**config.mk**
```make
export PLATFORM = sky130hd
export DESIGN_NAME = ifcfg_tx
export DESIGN_NICKNAME = d
export VERILOG_FILES = /design/src/rtl/ifcfg_tx.sv
export SDC_FILE = /design/constraint.sdc
export NUM_CORES = 2
export LEC_CHECK = 0
export BUFFER_PORTS_ARGS = -buffer_cell sky130_fd_sc_hd__buf_2
export CORE_MARGIN = 2
export CORE_UTILIZATION = 45
export DETAILED_ROUTE_END_ITERATION = 12
export SYNTH_ARGS = -nofsm -noshare
export SYNTH_HDL_FRONTEND = slang
export SYNTH_SLANG_ARGS = --single-unit
```
**constraint.sdc**
```tcl
create_clock -name clk -period 13.05 [get_ports clk]
set_input_delay 2.61 -clock clk [delete_from_list [all_inputs] [get_ports clk]]
set_output_delay 2.61 -clock clk [all_outputs]
set_load 0.05 [all_outputs]
```
**src/rtl/ifcfg_tx.sv**
```systemverilog
// ifcfg_tx: host-loaded layer-config table streamed to the CCU over
// IFCFG_val/CFGIF_rdy. Optional macro IFCFG_LOOP_EN: wrap forever.
//
// Ports:
//   clk, rst (async, active-high)
//   host_wr_en/addr/data : table write port (dropped while busy)
//   host_num_layer       : layers per run, 1..DEPTH, sampled on start
//   host_start           : run request pulse
//   host_busy/host_done  : run status
//   CFGIF_rdy            : CCU ready
//   IFCFG_val/IFCFG_data : offered config word (registered)
//   cur_layer            : index offered or next to be offered
module ifcfg_tx #(
  parameter int DATA_WIDTH = 128,
  parameter int DEPTH      = 16,
  parameter int AW         = $clog2(DEPTH)
) (
  input  logic                  clk,
  input  logic                  rst,
  input  logic                  host_wr_en,
  input  logic [AW-1:0]         host_wr_addr,
  input  logic [DATA_WIDTH-1:0] host_wr_data,
  input  logic [AW:0]           host_num_layer,
  input  logic                  host_start,
  output logic                  host_busy,
  output logic                  host_done,
  input  logic                  CFGIF_rdy,
  output logic                  IFCFG_val,
  output logic [DATA_WIDTH-1:0] IFCFG_data,
  output logic [AW-1:0]         cur_layer
);

  localparam logic [1:0] S_IDLE  = 2'd0;
  localparam logic [1:0] S_FETCH = 2'd1;
  localparam logic [1:0] S_SEND  = 2'd2;
  localparam logic [1:0] S_DONE  = 2'd3;

  localparam logic [AW:0] DEPTH_W = (AW+1)'(DEPTH);

  logic [DATA_WIDTH-1:0] mem_q [DEPTH];

  logic [1:0]            state_q, state_d;
  logic [AW:0]           cnt_q, cnt_d;
  logic [AW-1:0]         cur_q, cur_d;
  logic                  val_q, val_d;
  logic [DATA_WIDTH-1:0] data_q, data_d;
  logic                  busy_q, busy_d;
  logic                  done_q, done_d;

  logic xfer;
  logic last;
  logic start_ok;

  assign xfer     = (state_q == S_SEND) && val_q && CFGIF_rdy;
  assign last     = ({1'b0, cur_q} == (cnt_q - 1'b1));
  assign start_ok = host_start && (host_num_layer != '0) &&
                    (host_num_layer <= DEPTH_W);

  always_comb begin
    state_d = state_q;
    cnt_d   = cnt_q;
    cur_d   = cur_q;
    val_d   = val_q;
    data_d  = data_q;
    busy_d  = busy_q;
    done_d  = 1'b0;
    unique case (state_q)
      S_IDLE: begin
        if (start_ok) begin
          cnt_d   = host_num_layer;
          cur_d   = '0;
          busy_d  = 1'b1;
          state_d = S_FETCH;
        end
      end
      S_FETCH: begin
        // Table read lands directly in the output register.
        data_d  = mem_q[cur_q];
        val_d   = 1'b1;
        state_d = S_SEND;
      end
      S_SEND: begin
        if (xfer) begin
          val_d = 1'b0;
          if (last) begin
            done_d = 1'b1;
`ifdef IFCFG_LOOP_EN
            cur_d   = '0;
            state_d = S_FETCH;
`else
            state_d = S_DONE;
`endif
          end else begin
            cur_d   = cur_q + 1'b1;
            state_d = S_FETCH;
          end
        end
      end
      S_DONE: begin
        busy_d  = 1'b0;
        state_d = S_IDLE;
      end
      default: state_d = S_IDLE;
    endcase
  end

  always_ff @(posedge clk or posedge rst) begin
    if (rst) begin
      state_q <= S_IDLE;
      cnt_q   <= '0;
      cur_q   <= '0;
      val_q   <= 1'b0;
      data_q  <= '0;
      busy_q  <= 1'b0;
      done_q  <= 1'b0;
    end else begin
      state_q <= state_d;
      cnt_q   <= cnt_d;
      cur_q   <= cur_d;
      val_q   <= val_d;
      data_q  <= data_d;
      busy_q  <= busy_d;
      done_q  <= done_d;
    end
  end

  // Table survives reset; only idle-time writes are honoured.
  always_ff @(posedge clk) begin
    if (host_wr_en && !busy_q)
      mem_q[host_wr_addr] <= host_wr_data;
  end

  assign host_busy  = busy_q;
  assign host_done  = done_q;
  assign IFCFG_val  = val_q;
  assign IFCFG_data = data_q;
  assign cur_layer  = cur_q;

endmodule

```
# Word level (Yosys, flattened, before mapping)
# Memories as Yosys holds them, arrays and structs flattened. A register that Yosys moved wholly into a read port is not among the register bits.
# Cells that the tools add are included.
[classes] n_addsub=2 magnitude_cmp=1 n_eq_ne=7 mux=17 reduce_logical=16
[ops] cell="$mux 4" count=3
[ops] cell="$pmux 2 s4" count=1
[ops] cell="$pmux 4 s2" count=1
[ops] cell="$reduce_and 2->1" count=4
[ops] cell="$mux 1" count=7
[ops] cell="$mux 2" count=3
[ops] cell="$ne 2x2->1 const B" count=3
[ops] cell="$reduce_bool 2->1" count=3
[ops] cell="$eq 4x5->1" count=1
[ops] cell="$le 5x5->1 const B" count=1
[ops] cell="$logic_and 1x1->1" count=5
[ops] cell="$reduce_bool 5->1" count=1
[ops] cell="$sub 5x1->5 const B" count=1
[ops] cell="$add 4x1->4 const B" count=1
[ops] cell="$eq 2x2->1 const B" count=2
[ops] cell="$pmux 1 s2" count=2
[ops] cell="$reduce_and 4->1" count=1
[ops] cell="$eq 2x1->1 const B" count=1
[ops] cell="$logic_not 2->1" count=1
[ops] cell="$logic_not 1->1" count=1
[totals] reg_bits=14 ramBits=2048 in_bits=142 out_inout_bits=135 wordCells=50 memories=1
[mem_list] memory="mem_q" depth=16 word_bits=128 rd=1 rd_ports_with_merged_regs=1 write_ports=1 line="40" rtl="logic [DATA_WIDTH-1:0] mem_q [DEPTH];"

# Longest topological paths before layout
[logic_depth] depth_word=5 ltp_mapped=9 depth_no_buf=7

# Worst setup path before layout
# OpenSTA, ideal clock, no wires.
[synth_timing] path_type="input to register" from="input port host_wr_en" to="memory mem_q[4][0] (enable)" setup_time_ns=0.774 arrival_time_ns=11.806 path_slack_ns=0.470 stages=3 cell_sequence="nand2b_1 -> or3b_2 -> nor3_1"
[synth_via] elab_chain_len=3
[synth_rtl] element="start: declaration" line="20" rtl="input logic host_wr_en,"
[synth_rtl] element="$logic_and 1x1->1" line="129" rtl="if (host_wr_en && !busy_q)"
[synth_rtl] element="$mux 1" line="129"
[synth_rtl] element="$mux 1 (not written as such)" line="130" rtl="mem_q[host_wr_addr] <= host_wr_data;"
[synth_rtl] element="end: declaration" line="40"
# Every way passes these cells.

# Worst setup path after layout
[layout_timing] from="input port host_wr_en" to="memory mem_q[7][55] (enable)"
# The elaborated chain is that of the path after synthesis.

==> impl_metrics.py <==
metrics = {
    "run_status": {
        "outcome": "finished, final reports clean",
    },
    "routing": {
        "drt_iter0_drc": 3773,
        "detail_route.wl_per_cell_microns": 28.8,
        "drt_wl_total_microns": 198000,
        "via_count": 39900,
        "route.detailed.drc": 0,
        "avgViaCountPerCell": 5.80,
        "ant_nets": 0,
        "dr.pass1.iters": 5,
    },
    "sta": {
        "finClkSkew_ns": 0.0445,
        "tns_ns": 0,
        "grt_setup_unrepaired": "no",
        "slew_violations": 0,
        "tightest_slew_ns": 1.23,
        "fmaxAchievable_mhz": 189,
        "fin_crit_sh_pct": 40.5,
        "fin_crit_ns": 5.28,
        "hold_viol_final": 0,
        "setup_viol": 0,
        "slew_headroom_pct": 18.2,
    },
    "final_layout": {
        "finalNonFillerCells": 6881,
        "area_growth_pct": 13.7,
        "fin_area_sq_um": 94500,
        "final_util_pct": 51.6,
        "drive_above_1_share_pct": 27.3,
        "layout_common_cells": "edfxtp_1, mux4_2, mux2i_1",
        "layout.cells.most_common": "edfxtp_1",
        "final_net_count": 4359,
    },
    "placement": {
        "placed_cell_area_sq_um": 87300,
        "dpl.hpwl_microns": 105000,
        "dp_cells": 6461,
        "numPortBuffers": 276,
        "place_congestion": 0.753,
    },
    "clock_tree": {
        "cts_made_buffers": 216,
        "insertion_delay_ns": 0.86,
        "root_buffer": "clkbuf_16",
        "post_cts_buffers": 0,
        "numClockSinks": 2190,
        "cts.clk_slew.worst_paths_ns": 0.06,
        "post_cts_resized": 0,
        "cts_max_level": 4,
        "cts_tree": "done",
        "cts_hold_buf": 0,
        "clock_path_buffers": 3,
    },
    "run": {
        "drv_cap": 0,
    },
    "global_route": {
        "grt_pass1_wl_microns": 287000,
        "grt_max_degree": 129,
        "grt_pass1_vias": 40600,
        "grt_overflow": 0,
        "antenna_found_initial": 45,
        "grt_usage_pct": 21.1,
    },
    "die": {
        "fp.dieW_microns": 434,
        "start_util_pct": 45.4,
        "num_rows": 157,
        "io_pins": 277,
        "fp.coreArea_sq_um": 183000,
        "die_y_microns": 434,
        "dieArea_sq_um": 188000,
    },
    "critical_path": {
        "crit_fanout": 37,
        "setup.worst_path.class": "in -> reg",
        "critPathRequiredTime_ns": 13.52,
        "startpoint_type": "primary input",
        "arrival_ns": 5.75,
        "cp-end-kind": "register",
    },
    "synthesis": {
        "synth_cells": 3868,
        "synthesis.nets": 4012,
        "synth_seq_cells": 2190,
        "yosysUniqueCellTypes": 48,
        "seq_area_frac_synth_pct": 78.3,
        "syn_area_per_cell_sq_um": 21.5,
        "synth_top_area_share_pct": 74.0,
        "yosys.area.top_type": "edfxtp_1",
        "synthArstFlopShare_pct": 6.48,
        "yosysWarningCount": 0,
        "synth_area_leaders": "edfxtp_1, mux4_2, dfrtp_1, mux2i_1, mux2_2",
        "synth-edff-count": 2048,
        "synth_top_flop_cell": "edfxtp_1",
        "syn_area_sq_um": 83100,
    },
    "power_and_ir_drop": {
        "leakage_nw": 29.7,
        "cellPowerDensity_nw_per_um2": 198,
        "design_power_total_mw": 18.7,
        "vdd_drop_max_mv": 0.154,
    },
    "worst_hold_path": {
        "hold_path.class": "reg -> reg",
    },
}
[synth_stat cells, drive strengths merged, types with 17 or more instances]
cell / count
mux2: 100
a31oi: 17
mux2i: 298
clkbuf: 81
nand2: 105
a21boi: 21
a22oi: 79
edfxtp: 2048
a21o: 23
buf: 141
a21oi: 111
dfrtp: 142
o22ai: 19
nor2: 49
mux4: 396
o21ai: 68
a221oi: 19
a311oi: 22
a221o: 38
nor3: 43
[critical path, cell delays in order]
cell      delay (ns)
buf_2           0.14
nand2b_1        0.10
or3b_2          0.58
nor2_4          0.91
buf_4           0.65
buf_4           0.68
[path summary, 6_finish.rpt]
path / end / cells past startpoint / slack, ns / from
worst max-delay path: mem_q[7][55]$_DFFE_PP_ / 6 / 7.77 / host_wr_en
worst min-delay path: IFCFG_data[50]$_DFFE_PP0P_ / 2 / 0.47 / IFCFG_data[50]$_DFFE_PP0P_
worst min register to register: IFCFG_data[50]$_DFFE_PP0P_ / 2 / 0.47 / IFCFG_data[50]$_DFFE_PP0P_
max in group asynchronous: cur_layer[2]$_DFFE_PP0P_ / 4 / 8.94 / rst
worst max register to register: IFCFG_data[67]$_DFFE_PP0P_ / 8 / 8.35 / cur_layer[0]$_DFFE_PP0P_
min in group asynchronous: IFCFG_data[82]$_DFFE_PP0P_ / 2 / 1.83 / rst
[logic make-up (layout without fill, tap and decap cells)]
logic type | Yosys count | in the layout | synth area share (%)
XOR/XNOR | 5 | 5 | 0.0527
AO/OA/AOI/OAI | 422 | 422 | 3.40
flip-flops | 2190 | 2190 | 78.3
other | 0 | 15 | 0
multiplexers | 794 | 794 | 15.7
buffers and inverters | 229 | 763 | 1.36
AND/OR/NAND/NOR | 226 | 226 | 1.23
adder cells (fa/ha/maj) | 2 | 2 | 0.0301
[where the power goes]
part / switching, mW / total, mW / internal, mW
logic: 2.58 / 4.26 / 1.68
clock network: 2.63 / 6.17 / 3.54
registers: 0.328 / 8.30 / 7.97
[registers in the layout, indices dropped and copies added (netlist names)]
register	count
state_q	2
host_done	1
IFCFG_data	128
host_busy	1
cur_layer	4
IFCFG_val	1
cnt_q	5
mem_q	2048
[final cells by class]
type	instances	area [sq um]
clock inverter	131	1360
sequential	2190	65100
antenna	15	37.5
clock buffer	274	5750
timing repair buffer	351	2040
multi-input combinational	1449	17100
fill	14400	88800
inverter	7	33.8
tap	2464	3080
[per-stage QoR]
stage	hold slack (ns)	setup WS [ns]
3_5_place_dp	0.461	6.88
4_1_cts	0.478	7.78
3_3_place_gp	0.457	6.89
5_1_grt	0.492	7.63
2_1_floorplan	0.503	0.470
6_report	0.472	7.77
[per-layer routing]
| metal | vias up | global-route usage [%] | routed length, microns | share of wire (%) |
|---|---|---|---|---|
| met3 | 313 | 3.39 | 11800 | 6.0 |
| li1 | 16800 | - | - | - |
| met1 | 21400 | 29.5 | 83600 | 42 |
| met5 | - | 0 | 111 | 0.056 |
| met2 | 1341 | 34.5 | 97800 | 49 |
| met4 | 18 | 6.20 | 4790 | 2.4 |
Power figures use the tool's default switching activity.
